### src/rtl/button_pulse_gen.sv
// -----------------------------------------------------------------------------
// button_pulse_gen
//   Conditions one raw pushbutton input into a debounced level plus
//   single-cycle press/release strobes. Pipeline: 2-FF synchronizer ->
//   debounce FSM with a stability counter -> registered strobe outputs.
//
//   Optional feature (macro BUTTON_AUTOREPEAT_EN): while the button stays
//   pressed, p_b_press re-fires REPEAT_DELAY cycles after the initial press
//   strobe and then every REPEAT_RATE cycles. Without the macro the hold
//   counter does not exist and each accepted press gives exactly one strobe.
//
// Ports
//   clk          in   system clock, rising edge
//   rst_a        in   asynchronous active-high reset
//   p_b          in   raw, asynchronous, bouncing button input
//   p_b_level    out  debounced level, 1 = pressed
//   p_b_press    out  one-cycle strobe on accepted press (and each repeat)
//   p_b_release  out  one-cycle strobe on accepted release
// -----------------------------------------------------------------------------
module button_pulse_gen #(
    parameter int DB_CYCLES    = 500000,
    parameter int ACTIVE_LOW   = 0,
    parameter int REPEAT_DELAY = 25000000,
    parameter int REPEAT_RATE  = 5000000
) (
    input  logic clk,
    input  logic rst_a,
    input  logic p_b,
    output logic p_b_level,
    output logic p_b_press,
    output logic p_b_release
);

    // Counter is sized for the largest count it must reach, plus one bit.
`ifdef BUTTON_AUTOREPEAT_EN
    localparam int REP_MAX = (REPEAT_DELAY > REPEAT_RATE) ? REPEAT_DELAY : REPEAT_RATE;
    localparam int MAX_CNT = (REP_MAX > DB_CYCLES) ? REP_MAX : DB_CYCLES;
`else
    localparam int MAX_CNT = DB_CYCLES;
`endif
    localparam int CNT_W = $clog2(MAX_CNT) + 1;

    localparam logic             INV     = (ACTIVE_LOW != 0);
    localparam logic [CNT_W-1:0] DB_LAST = CNT_W'(DB_CYCLES - 1);
    localparam logic [CNT_W-1:0] CNT_SAT = '1;
`ifdef BUTTON_AUTOREPEAT_EN
    localparam logic [CNT_W-1:0] DLY_LAST  = CNT_W'(REPEAT_DELAY - 1);
    localparam logic [CNT_W-1:0] RATE_LAST = CNT_W'(REPEAT_RATE - 1);
`endif

    typedef enum logic [1:0] {
        IDLE         = 2'd0,
        PRESS_WAIT   = 2'd1,
        PRESSED      = 2'd2,
        RELEASE_WAIT = 2'd3
    } state_t;

    state_t           state_q, state_d;
    logic [CNT_W-1:0] cnt_q, cnt_d;
    logic             s1_q, s2_q;
    logic             level_q, level_d;
    logic             press_q, press_d;
    logic             release_q, release_d;
`ifdef BUTTON_AUTOREPEAT_EN
    logic [CNT_W-1:0] hold_q, hold_d;
    // rep_q: 0 while waiting out REPEAT_DELAY, 1 once in the REPEAT_RATE phase
    logic             rep_q, rep_d;
`endif

    // Saturating increment so the counter can never wrap.
    function automatic logic [CNT_W-1:0] sat_inc(input logic [CNT_W-1:0] v);
        return (v == CNT_SAT) ? v : v + 1'b1;
    endfunction

    // Synchronizer: inversion happens before the first flop so the reset
    // value (0) is always the inactive level.
    always_ff @(posedge clk or posedge rst_a) begin
        if (rst_a) begin
            s1_q <= 1'b0;
            s2_q <= 1'b0;
        end else begin
            s1_q <= p_b ^ INV;
            s2_q <= s1_q;
        end
    end

    always_ff @(posedge clk or posedge rst_a) begin
        if (rst_a) begin
            state_q   <= IDLE;
            cnt_q     <= '0;
            level_q   <= 1'b0;
            press_q   <= 1'b0;
            release_q <= 1'b0;
`ifdef BUTTON_AUTOREPEAT_EN
            hold_q    <= '0;
            rep_q     <= 1'b0;
`endif
        end else begin
            state_q   <= state_d;
            cnt_q     <= cnt_d;
            level_q   <= level_d;
            press_q   <= press_d;
            release_q <= release_d;
`ifdef BUTTON_AUTOREPEAT_EN
            hold_q    <= hold_d;
            rep_q     <= rep_d;
`endif
        end
    end

    always_comb begin
        state_d   = state_q;
        cnt_d     = cnt_q;
        level_d   = level_q;
        press_d   = 1'b0;
        release_d = 1'b0;
`ifdef BUTTON_AUTOREPEAT_EN
        hold_d    = '0;
        rep_d     = 1'b0;
`endif
        unique case (state_q)
            IDLE: begin
                if (s2_q) begin
                    state_d = PRESS_WAIT;
                    cnt_d   = '0;
                end
            end
            PRESS_WAIT: begin
                if (!s2_q) begin
                    state_d = IDLE;
                    cnt_d   = '0;
                end else if (cnt_q == DB_LAST) begin
                    state_d = PRESSED;
                    cnt_d   = '0;
                    level_d = 1'b1;
                    press_d = 1'b1;
                end else begin
                    cnt_d = sat_inc(cnt_q);
                end
            end
            PRESSED: begin
                if (!s2_q) begin
                    state_d = RELEASE_WAIT;
                    cnt_d   = '0;
                end else begin
`ifdef BUTTON_AUTOREPEAT_EN
                    // Hold counter restarts at 0 after every repeat strobe;
                    // the phase flag picks which period it is measured against.
                    rep_d  = rep_q;
                    hold_d = sat_inc(hold_q);
                    if ((!rep_q && hold_q == DLY_LAST) || (rep_q && hold_q == RATE_LAST)) begin
                        press_d = 1'b1;
                        hold_d  = '0;
                        rep_d   = 1'b1;
                    end
`endif
                end
            end
            RELEASE_WAIT: begin
                if (s2_q) begin
                    // Bounce back: stay pressed, no strobe, repeat timing restarts.
                    state_d = PRESSED;
                    cnt_d   = '0;
                end else if (cnt_q == DB_LAST) begin
                    state_d   = IDLE;
                    cnt_d     = '0;
                    level_d   = 1'b0;
                    release_d = 1'b1;
                end else begin
                    cnt_d = sat_inc(cnt_q);
                end
            end
            default: begin
                state_d = IDLE;
                cnt_d   = '0;
            end
        endcase
    end

    assign p_b_level   = level_q;
    assign p_b_press   = press_q;
    assign p_b_release = release_q;

endmodule

### config.mk
export PLATFORM = sky130hd
export DESIGN_NAME = button_pulse_gen
export DESIGN_NICKNAME = d
export VERILOG_FILES = /design/src/rtl/button_pulse_gen.sv
export SDC_FILE = /design/constraint.sdc
export NUM_CORES = 1
export LEC_CHECK = 0
export ABC_AREA = 1
export ABC_CLOCK_PERIOD_IN_PS = 2000
export CORE_ASPECT_RATIO = 1.2
export CORE_UTILIZATION = 25
export DETAILED_ROUTE_END_ITERATION = 16
export GPL_TIMING_DRIVEN = 1
export HOLD_SLACK_MARGIN = 0.05
export PLACE_DENSITY_LB_ADDON = 0.1
export RECOVER_POWER = 100
export SETUP_SLACK_MARGIN = 0.1
export SYNTH_ARGS = -nofsm -noshare
export SYNTH_HDL_FRONTEND = slang
export SYNTH_SLANG_ARGS = --single-unit
### constraint.sdc
create_clock -name clk -period 2 [get_ports clk]
set_clock_uncertainty 0.15 [all_clocks]
set_input_delay 0.5 -clock clk [delete_from_list [all_inputs] [get_ports clk]]
set_output_delay 0.5 -clock clk [all_outputs]
set_load 0.01 [all_outputs]
==> impl_metrics.env, run 1 <==
export IMPL_post_layout_total_power_mw=1.40
export IMPL_cp_cell_sequence="dlygate4sd3_1"
export IMPL_asyncSetResetFlopFracSynth_pct=100
export IMPL_syn_area_um2=1850
export IMPL_setup_worst_path_start="p_b_press$_DFF_PP0_"
export IMPL_synth_compound_area_share_pct=3.52
export IMPL_yosysMostFrequentCell="sky130_fd_sc_hd__nand2_1"
export IMPL_preCtsSetupSlack_ns=0.132
export IMPL_status="complete, no violations"
export IMPL_dp_hpwl_mm=3.71
export IMPL_core_region_area_um2=6980
export IMPL_multi_input_comb_area_um2=998
export IMPL_via_per_inst=4.52
export IMPL_gp_congestion=0.854
export IMPL_worst_setup_path_start_kind="flip-flop"
export IMPL_final_period_utilization_pct=95.0
export IMPL_critPathBufInv=1
export IMPL_later_pin_clock_latency_in_the_skew_report_ns=0.29
export IMPL_grt_overflow_total=0
export IMPL_grt_start_max_net_pins=28
export IMPL_cell_count_post_placement=385
export IMPL_clk_root_buffer_cell="sky130_fd_sc_hd__clkbuf_8"
export IMPL_critical_path_top_delay_family="buffers and inverters"
export IMPL_drtIter0Drc=87
export IMPL_route_antenna_remaining_nets=0
export IMPL_ys_top_cells_by_area="sky130_fd_sc_hd__dfrtp_1 (37%), sky130_fd_sc_hd__nand2_1 (20%), sky130_fd_sc_hd__nand3_1 (12%)"
export IMPL_clk_transition_reported_paths_ns=0.11
export IMPL_synth_seq_cells=27
export IMPL_cts_tree="done"
export IMPL_endpoint_kind="output pin"
export IMPL_synth_mux_area_fraction_pct=0
export IMPL_synth_cells=290
export IMPL_timing_critical_path_required_ns=1.35
export IMPL_drc=0
export IMPL_syn_mean_instance_area_um2=6.37
export IMPL_floorplan_io_pins=6
export IMPL_grt_pass1_vias=1765
export IMPL_fin_worst_hold_slack_ns=0.218
export IMPL_totalWireLength_mm=4.95
export IMPL_synth_fp_nets=294
export IMPL_initial_utilization_pct=26.5
export IMPL_dpl_instance_area_um2=2040
export IMPL_achievable_frequency_mhz=526
export IMPL_period_needed_ns=1.90
export IMPL_setup_worst_path_class="flip-flop to output pin"
export IMPL_yosys_area_share_xor_xnor_pct=0.474
export IMPL_critPathSlowestCell="sky130_fd_sc_hd__dlygate4sd3_1"
export IMPL_cts_max_path_buffers=2
export IMPL_grt_total_usage_pct=14.8
export IMPL_synth_top_family_by_area="simple AND/OR/NAND/NOR gates"
export IMPL_placement_rows=33
export IMPL_die_area_um2=7740
export IMPL_finalCoreUtilization_pct=30.6
export IMPL_yosys_area_top_type="sky130_fd_sc_hd__dfrtp_1"
export IMPL_synth_enable_flop_cells=0
export IMPL_clock_sinks=27
export IMPL_global_route_wire_length_before_repair_mm=8.66
export IMPL_slew_viol_final=0
export IMPL_yosysUniqueCellTypes=25
export IMPL_wire_per_inst_um=12.6
export IMPL_path_max_fanout=1
export IMPL_ys_seq_area_share_pct=36.6
export IMPL_synth_top_cell_area_share_pct=36.6
export IMPL_synth_top_cells_by_count="sky130_fd_sc_hd__nand2_1 (97), sky130_fd_sc_hd__nand3_1 (46), sky130_fd_sc_hd__nor2_1 (40)"
export IMPL_fin_area_um2=2140
export IMPL_synthToLayoutAreaGrowth_pct=15.8
export IMPL_die_w_um=80.5
export IMPL_r2r_start="cnt_q[0]$_DFFE_PP0P_"
export IMPL_post_synth_simple_gate_area_pct=48.6
export IMPL_finalNetCount=311
export IMPL_antenna_violations_before_repair=0
export IMPL_routed_via_count=1777
export IMPL_drive_gt1_share_pct=10.1
export IMPL_yosysWarnings=0
export IMPL_post_route_non_filler_standard_cell_count=393
export IMPL_tritoncts_num_buffers=3
export IMPL_drt_first_pass_iters=4
export IMPL_unrepaired_setup_endpoints_after_global_routing="true"
export IMPL_leakagePower_nw=1.04
export IMPL_tns_ns=0
export IMPL_placement_io_buffers=5
export IMPL_ff_latch_area_um2=678
export IMPL_synthFlopType="sky130_fd_sc_hd__dfrtp_1"
export IMPL_yosys_area_share_adder_pct=0.678
export IMPL_min_path_type="flip-flop to flip-flop"
export IMPL_fp_dieH_um=96.2
export IMPL_antennaDiodeCount=0
export IMPL_delay_contributed_by_the_slowest_stage_of_the_critical_path_ns=0.59
export IMPL_worst_hold_startpoint="s1_q$_DFF_PP0_"
export IMPL_cp_data_arrival_time_ns=1.25
export IMPL_worst_pin_slew_ns=0.717
export IMPL_worst_slew_margin_rel_pct=52.2
export IMPL_finalSetupViolations=0
export IMPL_cts_htree_levels=1
export IMPL_hold_viol=0
export IMPL_final_setup_worst_slack_ns=0.0999
export IMPL_maxCapViolCount=0
export IMPL_ir_worst_vdd_mv=0.269
export IMPL_ratio_of_total_power_to_cell_area_nw_per_um2=655
export IMPL_filler_cell_count=804
## report_power, final
group	switching, mW	internal, mW	total [mW]
Sequential	0.0408	0.587	0.628
Combinational	0.294	0.135	0.429
Clock	0.201	0.142	0.343
Total	0.536	0.864	1.40
## layout by cell type, fill, tap and decap left out, types with 2 or more instances in the layout
cell                             n
sky130_fd_sc_hd__dlygate4sd3_1   4
sky130_fd_sc_hd__nand3_4         2
sky130_fd_sc_hd__inv_1          37
sky130_fd_sc_hd__dfrtp_2         2
sky130_fd_sc_hd__nand2_1        97
sky130_fd_sc_hd__dfrtp_1        25
sky130_fd_sc_hd__a21oi_1         3
sky130_fd_sc_hd__nor2_4          2
sky130_fd_sc_hd__nor3_1          3
sky130_fd_sc_hd__clkbuf_8        3
sky130_fd_sc_hd__buf_4          10
sky130_fd_sc_hd__o21ai_0         8
sky130_fd_sc_hd__nand4_1         7
sky130_fd_sc_hd__o21ai_1         2
sky130_fd_sc_hd__nor2_2          3
sky130_fd_sc_hd__nand3_1        45
sky130_fd_sc_hd__nor2_1         39
## cell families (layout without fill, tap and decap cells)
family | Yosys count | in the layout
compound gates | 13 | 13
simple gates | 203 | 203
xor+xnor | 1 | 1
fa+ha+maj | 1 | 1
buf+inv | 45 | 61
flops | 27 | 27
## worst reg2reg max path, cell delays in order (launching register included)
cell	delay, ns
sky130_fd_sc_hd__dfrtp_1	0.37
sky130_fd_sc_hd__ha_1	0.23
sky130_fd_sc_hd__nand3_4	0.13
sky130_fd_sc_hd__inv_2	0.09
sky130_fd_sc_hd__nand2_4	0.07
sky130_fd_sc_hd__nor2_4	0.15
sky130_fd_sc_hd__nand3_4	0.11
sky130_fd_sc_hd__buf_12	0.17
sky130_fd_sc_hd__a21oi_1	0.16
sky130_fd_sc_hd__a21oi_1	0.06
## metal layers
| layer | wire [µm] | vias to the layer above | part of all wire, % | GRT usage, % |
|---|---|---|---|---|
| li1 | - | 937 | - | - |
| met2 | 2330 | 18 | 47 | 25.1 |
| met3 | 76 | 7 | 1.5 | 1.90 |
| met4 | 77 | 0 | 1.6 | 4.91 |
| met5 | 0 | - | 0 | 0 |
| met1 | 2460 | 815 | 50 | 19.4 |
## cell type report
class	instances	area share [%]
multi-input cells	218	46.7
flip-flops and latches	27	31.7
repair buffers	18	7.37
inverters	39	6.85
well taps	87	5.09
clock buffers	3	1.93
clock inverters	1	0.351
## path summary, 6_finish.rpt
path                                          to  slack, ns  cells after the start
setup / recovery                       p_b_press        0.1                      1
hold / removal                    s2_q$_DFF_PP0_       0.22                      0
setup reg to reg            cnt_q[8]$_DFFE_PP0P_       0.21                      9
hold reg to reg                   s2_q$_DFF_PP0_       0.22                      0
max in group asynchronous         s2_q$_DFF_PP0_       0.52                      3
min in group asynchronous  cnt_q[17]$_DFFE_PP0P_       0.68                      3
## sequential cells by signal (all words and copies together) (netlist names), named ones only
name         cells
p_b_level        1
p_b_release      1
s2_q             1
p_b_press        1
state_q          1
cnt_q           20
s1_q             1
## repair_timing
action / CTS / global route
gates resized for setup: 0 / 8
setup buffers: 0 / 4
setup endpoints to repair: 0 / 20
hold buffers: 0 / 0
(Power assumes the default switching activity.)
==> run 2, diff against run 1 <==
- CAP_MARGIN: default -> 20
==> results of run 2 <==
Same layout as run 1: the final DEF is identical, and so are final timing and power.
